[src/rtl/uart_pkg.sv]
// Shared UART definitions: receiver FSM states, oversampling default and divider helpers.
package uart_pkg;

    typedef enum logic [2:0] {
        IDLE,
        START,
        DATA,
        STOP,
        WAIT_HI
    } state_t;

    localparam int OVERSAMPLE_DEF = 16;

    function automatic int calc_div(input int clk_freq, input int baud, input int os);
        return clk_freq / (baud * os);
    endfunction

    function automatic logic majority3(input logic [2:0] v);
        return (v[2] & v[1]) | (v[2] & v[0]) | (v[1] & v[0]);
    endfunction

endpackage

[src/rtl/baud_tick_gen.sv]
// Divides clk by DIV into a one-cycle tick; clear restarts the phase at zero.
// Latency: tick DIV cycles after clear; no backpressure.
module baud_tick_gen #(
    parameter int DIV = 1
) (
    input  logic clk,
    input  logic reset,
    input  logic clear,
    output logic tick
);

    localparam int CW = (DIV > 1) ? $clog2(DIV) : 1;

    logic [CW-1:0] cnt;

    assign tick = (cnt == CW'(DIV - 1));

    always_ff @(posedge clk) begin
        if (reset || clear || tick) begin
            cnt <= '0;
        end else begin
            cnt <= cnt + CW'(1);
        end
    end

endmodule

[src/rtl/uart_rx.sv]
// 8N1 LSB-first UART receiver with 3-sample mid-bit vote and a one-entry holding register.
// Latency: data_valid rises at the mid-stop-bit sample; a full register drops new bytes (overrun).
module uart_rx
    import uart_pkg::*;
#(
    parameter int CLK_FREQ   = 50_000_000,
    parameter int BAUD       = 9600,
    parameter int OVERSAMPLE = OVERSAMPLE_DEF
) (
    input  logic       clk,
    input  logic       reset,
    input  logic       rx,
    input  logic       rd_ack,
    output logic [7:0] data,
    output logic       data_valid,
    output logic       frame_err,
    output logic       overrun,
    output logic       busy
);

    localparam int DIV = calc_div(CLK_FREQ, BAUD, OVERSAMPLE);
    localparam int OSW = $clog2(OVERSAMPLE);

    if (DIV < 1 || OVERSAMPLE < 16) begin : g_param_check
        $error("uart_rx: need DIV >= 1 and OVERSAMPLE >= 16");
    end

    logic [1:0]     sync;
    logic           rx_s;
    logic           rx_prev;
    state_t         state;
    logic [OSW-1:0] os_cnt;
    logic [2:0]     bit_idx;
    logic [1:0]     vote;
    logic [7:0]     shift_reg;
    logic           tick;
    logic           fall;
    logic           mid;
    logic           last;
    logic           bit_val;
    logic           deliver;

    assign rx_s    = sync[1];
    assign fall    = rx_prev & ~rx_s;
    assign mid     = tick && (os_cnt == OSW'(9));
    assign last    = tick && (os_cnt == OSW'(OVERSAMPLE - 1));
    // Samples from os_cnt 7 and 8 are held in vote; the os_cnt 9 sample is rx_s itself.
    assign bit_val = majority3({vote, rx_s});
    assign deliver = (state == STOP) && mid && bit_val;
    assign busy    = (state != IDLE);

    baud_tick_gen #(.DIV(DIV)) u_tick (
        .clk   (clk),
        .reset (reset),
        .clear ((state == IDLE) && fall),
        .tick  (tick)
    );

    always_ff @(posedge clk) begin
        if (reset) begin
            sync       <= 2'b11;
            rx_prev    <= 1'b0;
            state      <= IDLE;
            os_cnt     <= '0;
            bit_idx    <= '0;
            vote       <= '0;
            shift_reg  <= '0;
            data       <= '0;
            data_valid <= 1'b0;
            frame_err  <= 1'b0;
            overrun    <= 1'b0;
        end else begin
            sync      <= {sync[0], rx};
            rx_prev   <= rx_s;
            frame_err <= 1'b0;

            if (tick && os_cnt >= OSW'(7) && os_cnt <= OSW'(9)) begin
                vote <= {vote[0], rx_s};
            end
            if (tick) begin
                os_cnt <= last ? '0 : os_cnt + OSW'(1);
            end

            case (state)
                IDLE: begin
                    if (fall) begin
                        state  <= START;
                        os_cnt <= '0;
                    end
                end
                START: begin
                    if (mid && bit_val) begin
                        state <= IDLE;
                    end else if (last) begin
                        state   <= DATA;
                        bit_idx <= '0;
                    end
                end
                DATA: begin
                    if (mid) begin
                        shift_reg <= {bit_val, shift_reg[7:1]};
                    end
                    if (last) begin
                        if (bit_idx == 3'd7) begin
                            state <= STOP;
                        end else begin
                            bit_idx <= bit_idx + 3'd1;
                        end
                    end
                end
                STOP: begin
                    if (mid) begin
                        if (bit_val) begin
                            state <= IDLE;
                        end else begin
                            frame_err <= 1'b1;
                            state     <= WAIT_HI;
                        end
                    end
                end
                WAIT_HI: begin
                    if (rx_s) begin
                        state <= IDLE;
                    end
                end
                default: state <= IDLE;
            endcase

            // An ack on the delivery cycle frees the slot, so the new byte is taken, not dropped.
            if (deliver && (!data_valid || rd_ack)) begin
                data       <= shift_reg;
                data_valid <= 1'b1;
                if (rd_ack) begin
                    overrun <= 1'b0;
                end
            end else if (deliver) begin
                overrun <= 1'b1;
            end else if (rd_ack && data_valid) begin
                data_valid <= 1'b0;
                overrun    <= 1'b0;
            end
        end
    end

endmodule

[config.mk]
export PLATFORM = sky130hd
export DESIGN_NAME = uart_rx
export DESIGN_NICKNAME = d
export VERILOG_FILES = /design/src/rtl/uart_pkg.sv /design/src/rtl/baud_tick_gen.sv /design/src/rtl/uart_rx.sv
export SDC_FILE = /design/constraint.sdc
export NUM_CORES = 1
export LEC_CHECK = 0
export BUFFER_PORTS_ARGS = -buffer_cell sky130_fd_sc_hd__buf_2
export CAP_MARGIN = 5
export CORE_MARGIN = 2
export CORE_UTILIZATION = 35
export CTS_BUF_LIST = sky130_fd_sc_hd__clkbuf_2
export CTS_CLUSTER_DIAMETER = 120
export DETAILED_ROUTE_END_ITERATION = 8
export PLACE_DENSITY = 0.56
export SETUP_SLACK_MARGIN = 0.4
export SYNTH_ARGS = -nofsm -noshare
export SYNTH_HDL_FRONTEND = slang
export SYNTH_SLANG_ARGS = --single-unit
[constraint.sdc]
create_clock -name clk -period 1.8 [get_ports clk]
set_input_delay 0.09 -clock clk [delete_from_list [all_inputs] [get_ports clk]]
set_output_delay 0.09 -clock clk [all_outputs]
set_load 0.01 [all_outputs]
After elaboration in Yosys (flattened, before gate mapping)
Cells that the tools add are included.

Output and inout port bits: 12. Logic and storage cells: 95. Bits of input ports: 4. Register bits: 43.

Eq/ne operators: 19. Magnitude comparators: 2. Reduce and logical (&&, ||, !) cells: 25. Add/sub/neg operators: 3. Mux-type cells: 25. Bitwise gates (word level): 9.

Operator list (count): 2-to-1 mux 3 bit (12); inequality test 2 bit (second input constant) (9); 2-to-1 mux 4 bit (4); one-hot mux 3 bit (5 select lines) (1); logical AND 1 bit (10); adder 9 x 1 -> 9 bit (second input constant) (1); == test 9 bit (second input constant) (1); == test 4 bit (second input constant) (2); 2-to-1 mux 1 bit (7); == test 3 x 2 -> 1 bit (second input constant) (2); == test 3 bit (second input constant) (2); one-hot mux 3 bit (2 select lines) (1); AND reduction 2 bit (3); AND reduction 6 bit (1); nonzero test 3 bit (2); AND reduction 5 bit (1); adder 4 x 1 -> 4 bit (second input constant) (1); bitwise AND 1 bit (4); greater-or-equal comparator 4 x 3 -> 1 bit (second input constant) (1); <= comparator 4 bit (second input constant) (1); nonzero test 2 bit (2); adder 3 x 1 -> 3 bit (second input constant) (1); == test 3 x 1 -> 1 bit (second input constant) (1); logical NOT 3 bit (1); 7 further kinds (12).

Logic depth before layout (Yosys ltp)
Gate-level depths: netlist of run 1.

Word-level depth: 7. Gate-level depth with buffers: 8. Gate-level depth less buffers: 7.

Modules after synthesis
Synthesis of run 1 repeated with hierarchy kept, for this count alone.

Cells, all modules: 208. Area, all modules: 1943.1 um2.

By module, submodules not included: uart_rx (seq. area each 680.7 um2, times used 1, area an instance 1525.2 um2, cells an instance 161); baud_tick_gen (seq. area each 180.2 um2, times used 1, area an instance 417.9 um2, cells an instance 47).

Least setup slack after synthesis of run 1
Ideal clock, no wire load.

Path type: flip-flop to flip-flop. From: register u_tick.cnt[0]. To: register data[7]. Data arrival time: 1.588 ns. Setup time: 0.128 ns. Buffers on the path: 1. Period minus slack after synthesis: 1.715 ns. Cell stages (with the launch flop): 9. Slack: 0.085 ns. Data required time: 1.672 ns. Path through: dfxtp_1 inv_1 ha_1 and4b_1 nand2_1 nor4b_2 buf_6 mux2i_1 nor2_1.

Cells in the longest elaborated chain, start to end: 5.

RTL lines: start: declaration (RTL line baud_tick_gen.sv:14) `logic [CW-1:0] cnt;`; start signal: assignment (RTL line baud_tick_gen.sv:22) `cnt <= cnt + CW'(1);`; == test 9 bit (RTL line baud_tick_gen.sv:16) `assign tick = (cnt == CW'(DIV - 1));`; logical AND 1 bit (RTL line uart_rx.sv:45) `assign mid = tick && (os_cnt == OSW'(9));`; logical AND 1 bit (2 in a row) (RTL line uart_rx.sv:49) `assign deliver = (state == STOP) && mid && bit_val;`; logical AND 1 bit (RTL line uart_rx.sv:130) `if (deliver && (!data_valid || rd_ack)) begin`; end signal: assignment (RTL line uart_rx.sv:131) `data <= shift_reg;`; end: declaration (RTL line uart_rx.sv:14) `output logic [7:0] data,`.

No other way between the ends. A chain may end at the register's enable or synchronous reset.

Final worst setup path of run 1
From: register os_cnt[1]. To: register state[0].

Cells in the longest elaborated chain, start to end: 5. Elaborated cells on any way between the ends: 11. Classes of those cells: 5 x eq/ne; 2 x mux; 4 x reduce/logical.

RTL lines: start: declaration (RTL line uart_rx.sv:32) `logic [OSW-1:0] os_cnt;`; start signal: assignment (RTL line uart_rx.sv:81) `os_cnt <= last ? '0 : os_cnt + OSW'(1);`; == test 4 bit (RTL line uart_rx.sv:45); logical AND 1 bit (RTL line uart_rx.sv:45); logical AND 1 bit (RTL line uart_rx.sv:92) `if (mid && bit_val) begin`; inequality test 3 bit (no source line) / 2-to-1 mux 3 bit (equally long branches); AND reduction 6 bit (no source line) / one-hot mux 3 bit (5 select lines) (equally long branches); end signal: assignment (RTL line uart_rx.sv:93) `state <= IDLE;`; end signal: assignment (RTL line uart_rx.sv:95) `state <= DATA;`; end signal: assignment (RTL line uart_rx.sv:105) `state <= STOP;`; end: declaration (RTL line uart_rx.sv:31) `state_t state;`.

Several ways; a longest one is shown, not always the timed one.

==> summary.md, run 1 <==
| Metric | Value |
|---|---|
| Hold depth | 3 |
| Layout fillers | 501 |
| GRT Util Overall | about 14% |
| # port buffers | 15 |
| P per Cell Area | roughly 650 nW/µm² |
| Rel. slew slack | 70.9% |
| Max reg flops | 9 |
| Clock transition at path regs | between 0.2 and 0.25 ns |
| DP Area | 2190 µm² |
| Core Box Area | 5200 µm² |
| Slew Limit Fails | 0 |
| Share of layout cells above drive strength 1 | 42.8% |
| Unique masters post-synth | 42 |
| Net Count, Synth | 217 |
| CP Capture Type | flip-flop |
| Initial Util | a little under two fifths |
| Maximum VDD drop | 0.000421 V |
| Pwr Total | 1.70 mW |
| Clock Power Share | between 30% and 40% |
| Nets | 267 |
| Post-Syn Area | 1920 µm² |
| Number of global-route vias before repair | 1462 |
| Max Root-Sink Buffers | 2 |
| Post-route cell area | 2610 µm² |
| Placement Setup Slack | -0.0106 ns |
| Hold Crit Endpoint | os_cnt[1] |
| Leakage | 1.13 nW |
| Synth Area per Inst | just over 9 µm² |
| Most frequent cells in the layout | 34 x dfxtp_1, 30 x nor2_1, 25 x buf_4 |
| Number of detailed-route iterations in the first pass | 4 |
| Ports | 16 |
| Seq/Total Area, Yosys | 44.8% |
| TritonCTS clock tree | done |
| Slew of the pin with the lowest slew margin | 0.431 ns |
| Hold WC Path Type | in -> reg |
| Critical Setup Path Class | reg -> reg |
| DP HPWL | 2.61 mm |
| Post-synthesis async set-or-reset flop share | 0% |
| Largest net degree at the start of global routing | 31 |
| Register area | ~880 µm² |
| Multi-input combinational cell area | approximately 1200 µm² |
| Post-Route WL | 4.21 mm |
| Vias | 1561 |
| Initial antenna violation count | 0 |
| GR Overflow Total | 0 |
| Unrepaired setup endpoints after global routing | yes |
| Num CTS Buffers | 5 |
| R2R setup slack | 0.06 ns |
| Commonest non-fill, non-tap cell in the layout | dfxtp_1 |
| Worst endpoint required time | 2.15 ns |
| Comb power frac | 9.2% |
| Die width | 78.1 µm |
| Post-DR wirelength/cell | about 13 µm |
| Final-report hold violation count | 0 |
| Routability cong. | 0.785 |
| Synth Warn # | 0 |
| Vias per cell | 4.77 |
| Core Rows | 26 |
| Worst-Skew Late Latency | 0.41 ns |
| Reg-to-reg endpoint | state[0] |
| Root Driver | clkbuf_2 |
| Fmax | 574 MHz |
| Drt first-iter violations | 71 |
| Post-synthesis cell count | roughly 210 |
| Synth Flop Type | dfxtp_1 |
| Run status | completed |
| Sequential power share | roughly 58% |
| H-tree Lvls | 2 |
| Post-synth EDFFs | 0 |
| Die area | 6100 µm² |
| Final min period | ~1.7 ns |
| CP arrival | 2.09 ns |
| Final WS setup | approximately 0.056 ns |
| Post-detailed-route count of antenna-violating nets | 0 |
| Worst Hold Launch | reset |
| Max-cap violations | 0 |
| Final Skew | ~0.018 ns |
| DRC | 0 |
| Switching power total | 415 µW |
| Final worst path period share | 96.9% |
| Synthesized flop and latch total | 43 |
| Startpoint types | flip-flop |
| Synth-to-layout area growth | 35.6% |
| Reg2reg start | os_cnt[1] |
| Sw frac | approximately 24% |
| CP Max Fanout | 4 |
| Power Internal | 1.28 mW |
| First-pass GRT wire length | 6.71 mm |
| Die Y | ~80 µm |
| CTS Sinks | 43 |
| Final setup TNS | 0 ns |
| Final setup vio count | 0 |
| Diode count | 0 |
| Worst Reg-to-Reg Cells | 8 |
[layout make-up]
type / instances / share of cell area (%)
Clock buffer: 5 / 0.960
Multi-Input combinational cell: 149 / 45.1
Tap cell: 70 / 3.36
Clock inverter: 3 / 1.68
Inverter: 8 / 1.15
Sequential cell: 43 / 33.7
Timing Repair Buffer: 49 / 14.1
[layer usage]
layer / GRT usage, % / part of all wire [%] / up-vias
li1: - / - / 809
met2: 20.0 / 46 / 25
met4: 6.49 / 2.6 / 0
met5: 0 / 0 / -
met1: 18.9 / 48 / 716
met3: 4.37 / 3.5 / 11
[power by group through the flow]
stage,sequential (mW),clock (mW),combinational [mW]
3_3_place_gp,1.00,0,0.118
4_1_cts,0.980,0.582,0.130
3_5_place_dp,1.00,0,0.117
5_1_grt,0.985,0.625,0.176
2_1_floorplan,1.00,0,0.0811
6_report,0.981,0.557,0.157
[critical path, stage by stage (launching register included)]
cell,delay (ns)
dfxtp_2,0.39
inv_2,0.05
ha_4,0.15
and3b_2,0.23
buf_4,0.14
a31oi_2,0.28
a31oi_4,0.07
and3_1,0.17
o21ba_2,0.20
[kinds of logic after synthesis]
kind of cell	share of synthesized area (%)
buf+inv	3.91
mux	9.37
compound gates	7.81
fa+ha+maj	5.08
simple gates	25.4
xor+xnor	3.65
flops	44.8
[synth_stat cells, drive strengths merged (2+ instances only)]
cell     n  share of area, %
nand3    6               1.6
and4b    2               1.1
nor4b    2               2.0
buf      3               1.6
or3      4               1.3
and3     3               1.1
inv      8               1.6
a21boi   2              0.78
mux2i   18               9.4
and2     2              0.65
nor2    34               6.6
clkbuf   4              0.78
nand4    3              0.98
a31oi    4               1.3
xor2     7               3.2
ha       7               4.6
nor3     2              0.52
o21ai    4               1.0
or2      2              0.65
nand2b   3              0.98
nand3b   3               1.2
a21oi   13               3.4
nand2   14               2.7
dfxtp   43                45
[metrics by stage]
stage	hold slack, ns	utilization, %	instances
after detailed placement	0.279	42.0	299
after CTS	0.0344	46.8	323
final	0.0610	50.1	327
after global routing	0.0269	50.1	327
after floorplan	0.194	-	206
after global placement	0.278	42.0	299
[worst max path at each step]
| stage | from | endpoint | slack [ns] | depth (start not counted) |
|---|---|---|---|---|
| 2_1_floorplan | u_tick.cnt[0] | bit_idx[1] | 0.15 | 8 |
| 3_3_place_gp | os_cnt[0] | data[2] | 0.02 | 7 |
| 3_5_place_dp | u_tick.cnt[1] | bit_idx[2] | -0.01 | 7 |
| 4_1_cts | u_tick.cnt[0] | data[1] | 0.09 | 8 |
| 5_1_grt | u_tick.cnt[0] | data[4] | -0.009 | 8 |
| 6_report | os_cnt[1] | state[0] | 0.06 | 8 |
[repair_timing]
action,CTS,global route
endpoints found under the setup margin,40,41
cloned,1,0
hold buffers,2,0
buffers inserted,13,4
hold endpoints to repair,2,0
pin swaps,8,8
resized for setup,18,33
Power figures use the tool's default switching activity.
==> inputs of run 2 (changes only) <==
--- a/config.mk
+++ b/config.mk
@@ -5,6 +5,7 @@
 export SDC_FILE = /design/constraint.sdc
 export NUM_CORES = 1
 export LEC_CHECK = 0
+export ABC_AREA = 1
 export BUFFER_PORTS_ARGS = -buffer_cell sky130_fd_sc_hd__buf_2
 export CAP_MARGIN = 5
 export CORE_MARGIN = 2
==> summary.md, run 2 <==
| Metric | Value |
|---|---|
| Final worst path period share | 86.7% (-10 points) |
| Reg2reg start | os_cnt[1] |
| First-pass GRT wire length | 7.07 mm (+5.3%) |
| Synth-to-layout area growth | 26.5% |
| Ports | 16 (unchanged) |
| Post-synthesis cell count | 255 (+24%) |
| Post-detailed-route count of antenna-violating nets | 0 (unchanged) |
| Synth area leaders | dfxtp_1 44%, nor2_1 8.9%, nand2_1 6.9% |
| Worst endpoint required time | 2.15 ns (about the same) |
| H-tree Lvls | 2 (unchanged) |
| Seq/Total Area, Yosys | 44.3% (-0.52 points) |
| Register area | 871 µm² (-0.71%) |
| CTS Sinks | 43 (unchanged) |
| Synthesized flop and latch total | 43 (unchanged) |
| Startpoint types | flip-flop |
| CP Capture Type | flip-flop |
| Slowest cell delay on critical path | 0.38 ns (about the same) |
| Post-Syn Area | 1940 µm² (+1.2%) |
| Final Skew | 0.0149 ns (-0.00304 ns) |
| Root Driver | clkbuf_2 |
| Worst-Skew Late Latency | 0.39 ns (-0.02 ns) |
| DRC | 0 (unchanged) |
| Unrepaired setup endpoints after global routing | yes |
| Die width | 78.5 µm (+0.56%) |
| GRT Util Overall | 14.2% (+0.32 points) |
| Final setup TNS | 0 ns (unchanged) |
| Vias per cell | 4.77 (-0.12%) |
| Post-synthesis async set-or-reset flop share | 0% (unchanged) |
| Synth top area share | 44.3% (-0.52 points) |
| Leakage | 0.994 nW (-12%) |
| Slew of the pin with the lowest slew margin | 0.509 ns (+0.0772 ns) |
| Min Hold Slack | 0.0298 ns (-0.0313 ns) |
| Fmax | 641 MHz (+12%) |
| # port buffers | 15 (unchanged) |
| Critical Setup Path Class | reg -> reg |
| Run status | completed |
| Clock transition at path regs | 0.21 ns (-0.02 ns) |
| CP delay by family, top | simple AND/OR/NAND/NOR gates |
| Max-cap violations | 0 (unchanged) |
| Slowest-stage cell, CP | dfxtp_2 |
| Commonest non-fill, non-tap cell in the layout | nor2_1 |
| Final min period | 1.56 ns (-0.183 ns) |
| Non-Filler Instances | 362 (+11%) |
| Post-Route WL | 4.04 mm (-4.1%) |
| CP Max Fanout | 3 (-1) |
| Worst Hold Launch | rd_ack |
| Max Root-Sink Buffers | 2 (unchanged) |
| Rel. slew slack | 66.1% (-4.9 points) |
| Synth Warn # | 0 (unchanged) |
| Net Count, Synth | 266 (+23%) |
| Hold WC Path Type | in -> reg |
| Unique masters post-synth | 35 (-17%) |
| Number of detailed-route iterations in the first pass | 4 (unchanged) |
| Synth area leader | dfxtp_1 |
| Final setup vio count | 0 (unchanged) |
| CP Launch Point | os_cnt[1] |
| Diode count | 0 (unchanged) |
| Core Box Area | 5440 µm² (+4.5%) |
| Maximum VDD drop | 0.000424 V (+0.67%) |
| Routability cong. | 0.801 (+2.1%) |
| Core Rows | 27 (+3.8%) |
| Final-report hold violation count | 0 (unchanged) |
| Synth Area per Inst | 7.62 µm² (-18%) |
| Vias | 1726 (+11%) |
| Number of global-route vias before repair | 1647 (+13%) |
| Multi-input combinational cell area | 1090 µm² (-7.6%) |
| CP arrival | 1.91 ns (-0.18 ns) |
| Post-synth EDFFs | 0 (unchanged) |
| Die Y | 78.5 µm (+0.56%) |
| GR Overflow Total | 0 (unchanged) |
| Share of layout cells above drive strength 1 | 33.4% (-9.4 points) |
| Post-DR wirelength/cell | 11.2 µm (-13%) |
| Initial Util | 35.7% (-1.2 points) |
| Drt first-iter violations | 63 (-11%) |
| Synth Flop Type | dfxtp_1 |
| Most frequent cell after synthesis | nor2_1 |
| P per Cell Area | 940 nW/µm² (+44%) |
| Slew Limit Fails | 0 (unchanged) |
| Worst path cell trace | inv_1 > ha_1 > inv_1 > nor2_4 > nand3_2 > nand2_2 > nand2_2 > nor2_4 > buf_4 > nand3_1 > a21oi_2 |
| DP HPWL | 2.73 mm (+4.4%) |
| TritonCTS clock tree | done |
| Largest net degree at the start of global routing | 21 (-32%) |
| CP Buf/Inv Count | 3 (+1) |
| Final Core Density | 45.2% (-4.8 points) |
| Layout fillers | 536 (+7.0%) |
| Most frequent cells in the layout | 43 x nor2_1, 37 x dfxtp_1, 28 x nand2_1 |
| Die area | 6170 µm² (+1.1%) |
| Initial antenna violation count | 0 (unchanged) |
| Nets | 300 (+12%) |
| Commonest cells in the netlist | 46 x nor2_1, 43 x dfxtp_1, 36 x nand2_1 |
| Max reg flops | 9 (unchanged) |
| Dpl cells | 339 (+13%) |
| Num CTS Buffers | 5 (unchanged) |
-- run 2: cell types whose count changed after synthesis, sizes merged, moves of 4 or more --
cell,change
inv,+19
nand2,+25
nor3,+11
nor2,+19
mux2i,-18
or3,-4
o21ai,+19
nand3,+6
xor2,-5
-- run 2: worst paths after layout --
kind | cells past startpoint | slack (ns) | endpoint
worst max-delay path | 11 | 0.24 | state[2]
worst min-delay path | 4 | 0.03 | data_valid
worst max register to register | 11 | 0.24 | state[2]
worst min register to register | 1 | 0.44 | sync[1]
-- run 2: logic make-up after synthesis --
| kind of cell | share of synthesized area [%] |
|---|---|
| XOR/XNOR | 0.901 |
| buffers and inverters | 6.76 |
| AO/OA/AOI/OAI | 11.9 |
| adder cells (fa/ha/maj) | 4.50 |
| flip-flops | 44.3 |
| AND/OR/NAND/NOR | 31.7 |
-- run 2: final cells by class --
| type | instances | area share [%] |
|---|---|---|
| clock buffer | 6 | 1.22 |
| sequential | 43 | 35.4 |
| tap | 72 | 3.66 |
| inverter | 29 | 4.63 |
| multi-input combinational | 179 | 44.2 |
| timing repair buffer | 31 | 8.49 |
| clock inverter | 2 | 2.44 |
-- run 2: tightest hold or removal path: cells and delay by family --
kind / cells / cell delay (ns)
AND/OR/NAND/NOR: 1 / 0.04
buffers and inverters: 2 / 0.21
AO/OA/AOI/OAI: 1 / 0.07
-- run 2: through the flow --
stage / power (mW) / setup slack (ns) / cell area, µm²
5_1_grt: 2.46 / 0.0836 / 2460
3_5_place_dp: 1.49 / 0.167 / 2100
3_3_place_gp: 1.49 / 0.176 / 2100
6_report: 2.31 / 0.239 / 2460
4_1_cts: 2.30 / 0.239 / 2390
2_1_floorplan: 1.39 / 0.401 / 1950
-- run 2: repair_timing --
item / CTS / global route
pin swaps: 19 / 8
endpoints found under the hold margin: 1 / 0
buffers inserted: 12 / 2
hold buffers: 1 / 0
gates resized for setup: 31 / 16
endpoints found under the setup margin: 35 / 40
-- run 2: layer usage --
metal  GRT usage (%)  vias up  share of wire (%)
li1                -      905                  -
met3            3.79        8                3.8
met2            24.1       31                 45
met5               0        -                  0
met4            6.14        0                1.8
met1            16.8      782                 49
-- run 2: power breakdown --
group / internal [mW] / switching, mW / leakage, nW
logic: 0.218 / 0.371 / 0.590
clock network: 0.380 / 0.310 / 0.0532
registers: 0.987 / 0.0446 / 0.351
total: 1.59 / 0.726 / 0.994
